File: src/rtl/mst_min_stream_if.sv
// Stream handshake bundle for mst_min_stream: element input channel and result output channel.
interface mst_min_stream_if #(
    parameter int unsigned DATA_W = 8,
    parameter int unsigned IDX_W  = 4
);
    logic              i_valid;
    logic              o_ready;
    logic [DATA_W-1:0] i_data;
    logic              i_last;
    logic              o_valid;
    logic              i_ready;
    logic [DATA_W-1:0] o_min;
    logic [IDX_W-1:0]  o_idx;
    logic [IDX_W:0]    o_cnt;
    logic              o_ovf;

    modport master (
        output i_valid, i_data, i_last, i_ready,
        input  o_ready, o_valid, o_min, o_idx, o_cnt, o_ovf
    );

    modport slave (
        input  i_valid, i_data, i_last, i_ready,
        output o_ready, o_valid, o_min, o_idx, o_cnt, o_ovf
    );
endinterface

File: src/rtl/mst_min_stream.sv
// Streaming frame minimum finder: reports min value, first index of the min, saturating
// element count and an overflow flag once per frame.
module mst_min_stream #(
    parameter int unsigned DATA_W = 8,
    parameter int unsigned IDX_W  = 4
) (
    input  logic             i_clk,
    input  logic             i_rst,
    mst_min_stream_if.slave  bus
);
    localparam int unsigned CNT_W = IDX_W + 1;
    localparam logic [CNT_W-1:0] CNT_MAX = '1;

    typedef enum logic [1:0] {ST_IDLE, ST_ACC, ST_OUT} state_e;

    state_e            state_q, state_d;
    logic              ready_q, ready_d;
    logic              valid_q, valid_d;
    logic [DATA_W-1:0] min_q, min_d;
    logic [IDX_W-1:0]  idx_q, idx_d;
    logic [CNT_W-1:0]  cnt_q, cnt_d;
    logic              ovf_q, ovf_d;

    logic in_beat;
    logic out_beat;
    logic pos_ovf;
    logic new_min;

    assign in_beat  = bus.i_valid & ready_q;
    assign out_beat = valid_q & bus.i_ready;
    // cnt_q equals the position of the incoming element; its top bit marks positions >= 2^IDX_W
    assign pos_ovf  = cnt_q[IDX_W];
    assign new_min  = bus.i_data < min_q;

    always_ff @(posedge i_clk or posedge i_rst) begin
        if (i_rst) state_q <= ST_IDLE;
        else       state_q <= state_d;
    end

    always_comb begin
        state_d = state_q;
        case (state_q)
            ST_IDLE: if (in_beat) state_d = bus.i_last ? ST_OUT : ST_ACC;
            ST_ACC:  if (in_beat && bus.i_last) state_d = ST_OUT;
            ST_OUT:  if (out_beat) state_d = ST_IDLE;
            default: state_d = ST_IDLE;
        endcase
    end

    always_comb begin
        min_d   = min_q;
        idx_d   = idx_q;
        cnt_d   = cnt_q;
        ovf_d   = ovf_q;
        ready_d = (state_d != ST_OUT);
        valid_d = (state_d == ST_OUT);
        case (state_q)
            ST_IDLE: begin
                if (in_beat) begin
                    min_d = bus.i_data;
                    idx_d = '0;
                    cnt_d = CNT_W'(1);
                    ovf_d = 1'b0;
                end
            end
            ST_ACC: begin
                if (in_beat) begin
                    if (new_min) begin
                        min_d = bus.i_data;
                        idx_d = pos_ovf ? '1 : cnt_q[IDX_W-1:0];
                    end
                    if (pos_ovf) ovf_d = 1'b1;
                    if (cnt_q != CNT_MAX) cnt_d = cnt_q + CNT_W'(1);
                end
            end
            default: ;
        endcase
    end

    // Handshake flags come up only on the first edge after reset release
    always_ff @(posedge i_clk or posedge i_rst) begin
        if (i_rst) begin
            ready_q <= 1'b0;
            valid_q <= 1'b0;
            min_q   <= '0;
            idx_q   <= '0;
            cnt_q   <= '0;
            ovf_q   <= 1'b0;
        end else begin
            ready_q <= ready_d;
            valid_q <= valid_d;
            min_q   <= min_d;
            idx_q   <= idx_d;
            cnt_q   <= cnt_d;
            ovf_q   <= ovf_d;
        end
    end

    assign bus.o_ready = ready_q;
    assign bus.o_valid = valid_q;
    assign bus.o_min   = min_q;
    assign bus.o_idx   = idx_q;
    assign bus.o_cnt   = cnt_q;
    assign bus.o_ovf   = ovf_q;
endmodule

File: src/flat_wrapper.sv
// flat-port wrapper written by rule: the top's interface ports become plain ports
module mst_min_stream_flat 
#(
    parameter int unsigned DATA_W = 8,
    parameter int unsigned IDX_W  = 4
)
  (i_clk, i_rst, bus_i_valid, bus_i_data, bus_i_last, bus_i_ready, bus_o_ready, bus_o_valid, bus_o_min, bus_o_idx, bus_o_cnt, bus_o_ovf);
  mst_min_stream_if #(.DATA_W(DATA_W), .IDX_W(IDX_W)) bus_i ();
  input  logic i_clk;
  input  logic i_rst;
  input wire logic [$bits(bus_i.i_valid)-1:0] bus_i_valid;
  input wire logic [$bits(bus_i.i_data)-1:0] bus_i_data;
  input wire logic [$bits(bus_i.i_last)-1:0] bus_i_last;
  input wire logic [$bits(bus_i.i_ready)-1:0] bus_i_ready;
  output wire logic [$bits(bus_i.o_ready)-1:0] bus_o_ready;
  output wire logic [$bits(bus_i.o_valid)-1:0] bus_o_valid;
  output wire logic [$bits(bus_i.o_min)-1:0] bus_o_min;
  output wire logic [$bits(bus_i.o_idx)-1:0] bus_o_idx;
  output wire logic [$bits(bus_i.o_cnt)-1:0] bus_o_cnt;
  output wire logic [$bits(bus_i.o_ovf)-1:0] bus_o_ovf;
  assign bus_i.i_valid = bus_i_valid;
  assign bus_i.i_data = bus_i_data;
  assign bus_i.i_last = bus_i_last;
  assign bus_i.i_ready = bus_i_ready;
  assign bus_o_ready = bus_i.o_ready;
  assign bus_o_valid = bus_i.o_valid;
  assign bus_o_min = bus_i.o_min;
  assign bus_o_idx = bus_i.o_idx;
  assign bus_o_cnt = bus_i.o_cnt;
  assign bus_o_ovf = bus_i.o_ovf;
  mst_min_stream #(.DATA_W(DATA_W), .IDX_W(IDX_W)) u_core (.i_clk(i_clk), .i_rst(i_rst), .bus(bus_i));
endmodule
File: config.mk
export PLATFORM = sky130hd
export DESIGN_NAME = mst_min_stream_flat
export DESIGN_NICKNAME = d
export VERILOG_FILES = /design/src/rtl/mst_min_stream_if.sv /design/src/rtl/mst_min_stream.sv /design/src/flat_wrapper.sv
export SDC_FILE = /design/constraint.sdc
export NUM_CORES = 1
export LEC_CHECK = 0
export CORE_UTILIZATION = 45
export DETAILED_ROUTE_END_ITERATION = 8
export GPL_TIMING_DRIVEN = 1
export HOLD_SLACK_MARGIN = 0.08
export PLACE_DENSITY_LB_ADDON = 0.2
export SLEW_MARGIN = 20
export SYNTH_ARGS = -nofsm -noshare
export SYNTH_HDL_FRONTEND = slang
export SYNTH_SLANG_ARGS = --single-unit
File: constraint.sdc
create_clock -name i_clk -period 4.8 [get_ports i_clk]
set_input_delay 0.96 -clock i_clk [delete_from_list [all_inputs] [get_ports i_clk]]
set_output_delay 0.96 -clock i_clk [all_outputs]
set_load 0.02 [all_outputs]
Word level (Yosys, flattened, before mapping)
Cells that the tools add are included.

storage, ports and cells
  input bits = 13
  output and inout port bits = 20
  register bits = 22
  word-level logic and storage cells = 49

cells by class
  $add $sub $neg = 1
  multiplexer cells = 22
  bitwise logic cells = 2
  eq/ne operators = 10
  order comparisons = 1
  reductions and logical operators = 6

operator list
  kind                                           number
  2-to-1 mux 8 bit                               3
  2-to-1 mux 4 bit                               4
  one-hot mux 8 bit (2 select lines)             1
  2-to-1 mux 5 bit                               3
  AND reduction 4 bit                            3
  != test 2 x 1 -> 1 bit, second input constant  5
  one-hot mux 5 bit (2 select lines)             1
  < comparator 8 bit                             1
  2-to-1 mux 2 bit                               4
  one-hot mux 4 bit (2 select lines)             1
  one-hot mux 2 bit (3 select lines)             1
  adder 5 x 1 -> 5 bit, second input constant    1
  != test 5 bit, second input constant           1
  == test 2 bit, second input constant           2
  2-to-1 mux 1 bit                               3
  AND 1 bit                                      2
  == test 2 x 1 -> 1 bit, second input constant  1
  zero test 2 bit                                1
  != test 2 bit, second input constant           1
  one-hot mux 1 bit (2 select lines)             1
  nonzero test 2 bit                             1
  logical AND 1 bit                              1

Longest topological paths before layout
  depth in word-level cells = 5
  depth in mapped cells = 7
  gate-level depth less buffers = 7

Worst setup path before layout
Ideal clock, no wire load.

  path type = in2reg
  start point = input port bus_i_data[7]
  end point = register u_core.idx_q[0] (netlist: u_core.bus.o_idx[0])
  library setup time = 0.125 ns
  data required time = 4.675 ns
  setup slack = 2.426 ns
  cell stages on the path = 6
  data arrival time = 2.249 ns
  buffers on the path = 1
  path through = ha_1 and3_2 o21ai_0 o211a_1 buf_6 mux2_4

on the way
  word-level cells in the longest chain between the ends = 3

RTL lines
  element                                  line                  RTL
  start, declared                          flat_wrapper.sv:12    input wire logic [$bits(bus_i.i_data)-1:0] bus_i_data;
  < comparator 8 bit                       mst_min_stream.sv:33  assign new_min = bus.i_data < min_q;
  != test 2 x 1 -> 1 bit (no source line)  --
  AND reduction 4 bit (no source line)     --
  end signal, assigned                     mst_min_stream.sv:93  idx_q <= idx_d;
  end, declared                            mst_min_stream.sv:20  logic [IDX_W-1:0] idx_q, idx_d;

No other way between the ends.
A chain may end at the register's enable or synchronous reset.

Worst setup path after layout
  start point = input port bus_i_data[7]
  end point = register u_core.idx_q[3] (netlist: u_core.bus.o_idx[3])

Same word-level chain as after synthesis.

==> out/metrics.yaml <==
cells_and_area:
  nets: 162
  fillers: 206
  area_growth_pct: 33.8
  final_cell_mix: "clkdlybuf4s50_1, dfrtp_1, nor2_1"
  final_common_cell: "clkdlybuf4s50_1"
  n_antenna_cell: 0
  layout-drive-gt1-share_pct: 12.9
sta:
  relSlewSlack_pct: 44.9
  fmax_mhz: 355
  finalSetupTns_ns: 0
  hold_viol: 0
  setup_viol: 0
  min_period_ns: 2.81
  finalCritPeriodShare_pct: 58.6
  slew_viol_final: 0
  clock_skew_ns: 0.00421
  rsz0062_at_grt: "false"
  layout_setup_ws_ns: 1.99
  tightest_slew_ns: 0.825
grt:
  grt_antenna_before_repair: 0
  grt-ovfl-total: 0
  first_global_vias: 871
  grt_max_degree: 23
  grt_usage_pct: 18.5
  grt_first_pass_wirelength_um: 3670
die:
  rows: 18
  die-area_um2: 2800
  die_h_um: 52.9
  design.portCount: 33
  initial_core_util_pct: 47.5
  core_area_um2: 2450
  die_w_um: 52.9
power:
  pwr-share-clk_pct: 15.6
  internal_power_w: 0.000586
  combPwrFrac_pct: 49.5
  power_density_nw_per_um2: 594
  leakage_nw: 0.732
  power.switching_w: 0.000340
  sw_frac_of_total_pct: 36.7
  peakVddDrop_v: 0.000407
  seqPwrFrac_pct: 34.9
drt:
  drcViolationCount: 0
  wirelength_um: 2290
  vias: 866
  wl_per_cell_um: 13.5
  route.antenna.remaining_nets: 0
  drtIter0Drc: 8
  vias_per_cell: 5.12
  firstDrtPassIters: 4
status:
  status: "finished clean"
cts:
  holdBufCountCts: 0
  cts_buffer_depth: 2
  cts.clk_slew.worst_paths_ns: 0.13
  cts_tree: "done"
  cts_buffers: 3
  clock-sinks: 22
  htreeDepth: 1
  clk_latency_ns: 0.31
  postCtsSetupRepairBufs: 0
  cts_root_buffer: "clkbuf_4"
  cts_resized: 0
logic_synthesis:
  syn_area_um2: 1170
  yosysWarnings: 0
  synth_top_family_by_area: "multiplexers"
  synthAdderAreaFrac_pct: 9.66
  synth.avg_cell_area_um2: 11.1
  synthFlopType: "dfrtp_1"
  synth_cell_types: 26
  synth-seq-area-share_pct: 47.2
  synth_edf_count: 0
  syn_nets: 127
  syn_inst: 105
  synthMuxAreaShare_pct: 14.8
  synth_seq_cells: 22
  synth-simple-area-share_pct: 12.7
  synth_compound_area_share_pct: 11.1
  synthXorXnorAreaFrac_pct: 0
  async_flop_share_pct: 100
run:
  maxCapViolCount: 0
placement:
  dp_hpwl_um: 1690
  pre_cts_ws_ns: 1.62
  place_congestion: 0.754
  portBuffers: 32
critical_path:
  crit_path_start_kind: "input port"
  required_ns: 5.01
  crit_type: "in -> reg"
  worst-path-max-fanout: 12
  cp.arrival_ns: 3.03
  end_kind: "flip-flop"
worst_hold_path:
  min_path_type: "reg -> reg"
## cell families after synthesis
logic type               count (synthesis)
multiplexers                            12
AND/OR/NAND/NOR                         30
adder cells (fa/ha/maj)                  9
flip-flops                              22
AO/OA/AOI/OAI                           20
buffers and inverters                   12
## synth_stat cells, drive strengths merged, types with 2 or more instances
cell	number	area, µm²
and3	2	13.8
buf	2	16.3
nor3b	3	22.5
a21oi	6	30.0
o21ai	6	30.0
inv	10	37.5
dfrtp	22	551
mux2	12	173
nand2	7	26.3
a22o	2	17.5
ha	9	113
nor2	13	48.8
## registers in the layout, summed over array words and instances (netlist names)
| name | count |
|---|---|
| u_core.state_q | 2 |
| u_core.bus.o_idx | 4 |
| u_core.bus.o_ovf | 1 |
| u_core.bus.o_ready | 1 |
| u_core.bus.o_valid | 1 |
| u_core.bus.o_min | 8 |
| u_core.bus.o_cnt | 5 |
## worst max-delay path, cell delays in order
cell	delay (ns)
clkdlybuf4s50_1	0.43
ha_1	0.30
and4_1	0.22
a21oi_1	0.15
o211a_1	0.57
mux2_2	0.40
## worst paths after layout
| check | from | end | slack, ns | cells after the start |
|---|---|---|---|---|
| hold reg to reg | u_core.bus.o_ovf$_DFFE_PP0P_ | u_core.bus.o_ovf$_DFFE_PP0P_ | 0.54 | 2 |
| hold / removal | u_core.bus.o_ovf$_DFFE_PP0P_ | u_core.bus.o_ovf$_DFFE_PP0P_ | 0.54 | 2 |
| min in group asynchronous | i_rst | u_core.bus.o_min[0]$_DFFE_PP0P_ | 1.09 | 2 |
| max in group asynchronous | i_rst | u_core.bus.o_ovf$_DFFE_PP0P_ | 3.20 | 2 |
| setup / recovery | bus_i_data[7] | u_core.bus.o_idx[3]$_DFFE_PP0P_ | 1.99 | 6 |
| setup reg to reg | u_core.bus.o_min[7]$_DFFE_PP0P_ | u_core.bus.o_idx[3]$_DFFE_PP0P_ | 2.61 | 6 |
## routing by layer
metal  vias up  GRT usage [%]  part of all wire (%)
li1        434              -                     -
met1       411           21.3                    47
met2        19           32.7                    48
met3         2           5.17                   4.3
met4         0           5.70                  0.96
met5         -              0                     0
## power by group through the flow
stage | registers, W | logic, W | clock network (W)
3_5_place_dp | 0.000328 | 0.000462 | 0
5_1_grt | 0.000334 | 0.000505 | 0.000154
3_3_place_gp | 0.000325 | 0.000452 | 0
2_1_floorplan | 0.000383 | 0.000232 | 0
6_report | 0.000323 | 0.000459 | 0.000145
4_1_cts | 0.000324 | 0.000464 | 0.000148
## cell type report
type	instances	area, µm²	area share (%)
inverter	10	37.5	2.41
tap	30	37.5	2.41
clock buffer	3	22.5	1.44
sequential	22	551	35.3
multi-input combinational	71	562	36.0
clock inverter	1	30.0	1.92
timing repair buffer	32	320	20.5
## through the flow
stage / instance area, µm² / utilization (%) / hold slack [ns] / total power (W) / cells
floorplan: 1170 / - / 0.486 / 0.000615 / 105
global placement: 1510 / 61.4 / 0.500 / 0.000778 / 165
detailed placement: 1510 / 61.4 / 0.515 / 0.000790 / 165
CTS: 1560 / 63.6 / 0.547 / 0.000937 / 169
global route: 1560 / 63.6 / 0.571 / 0.000993 / 169
finish: 1560 / 63.6 / 0.541 / 0.000927 / 169
No activity file was read; power rests on OpenSTA's default activity.
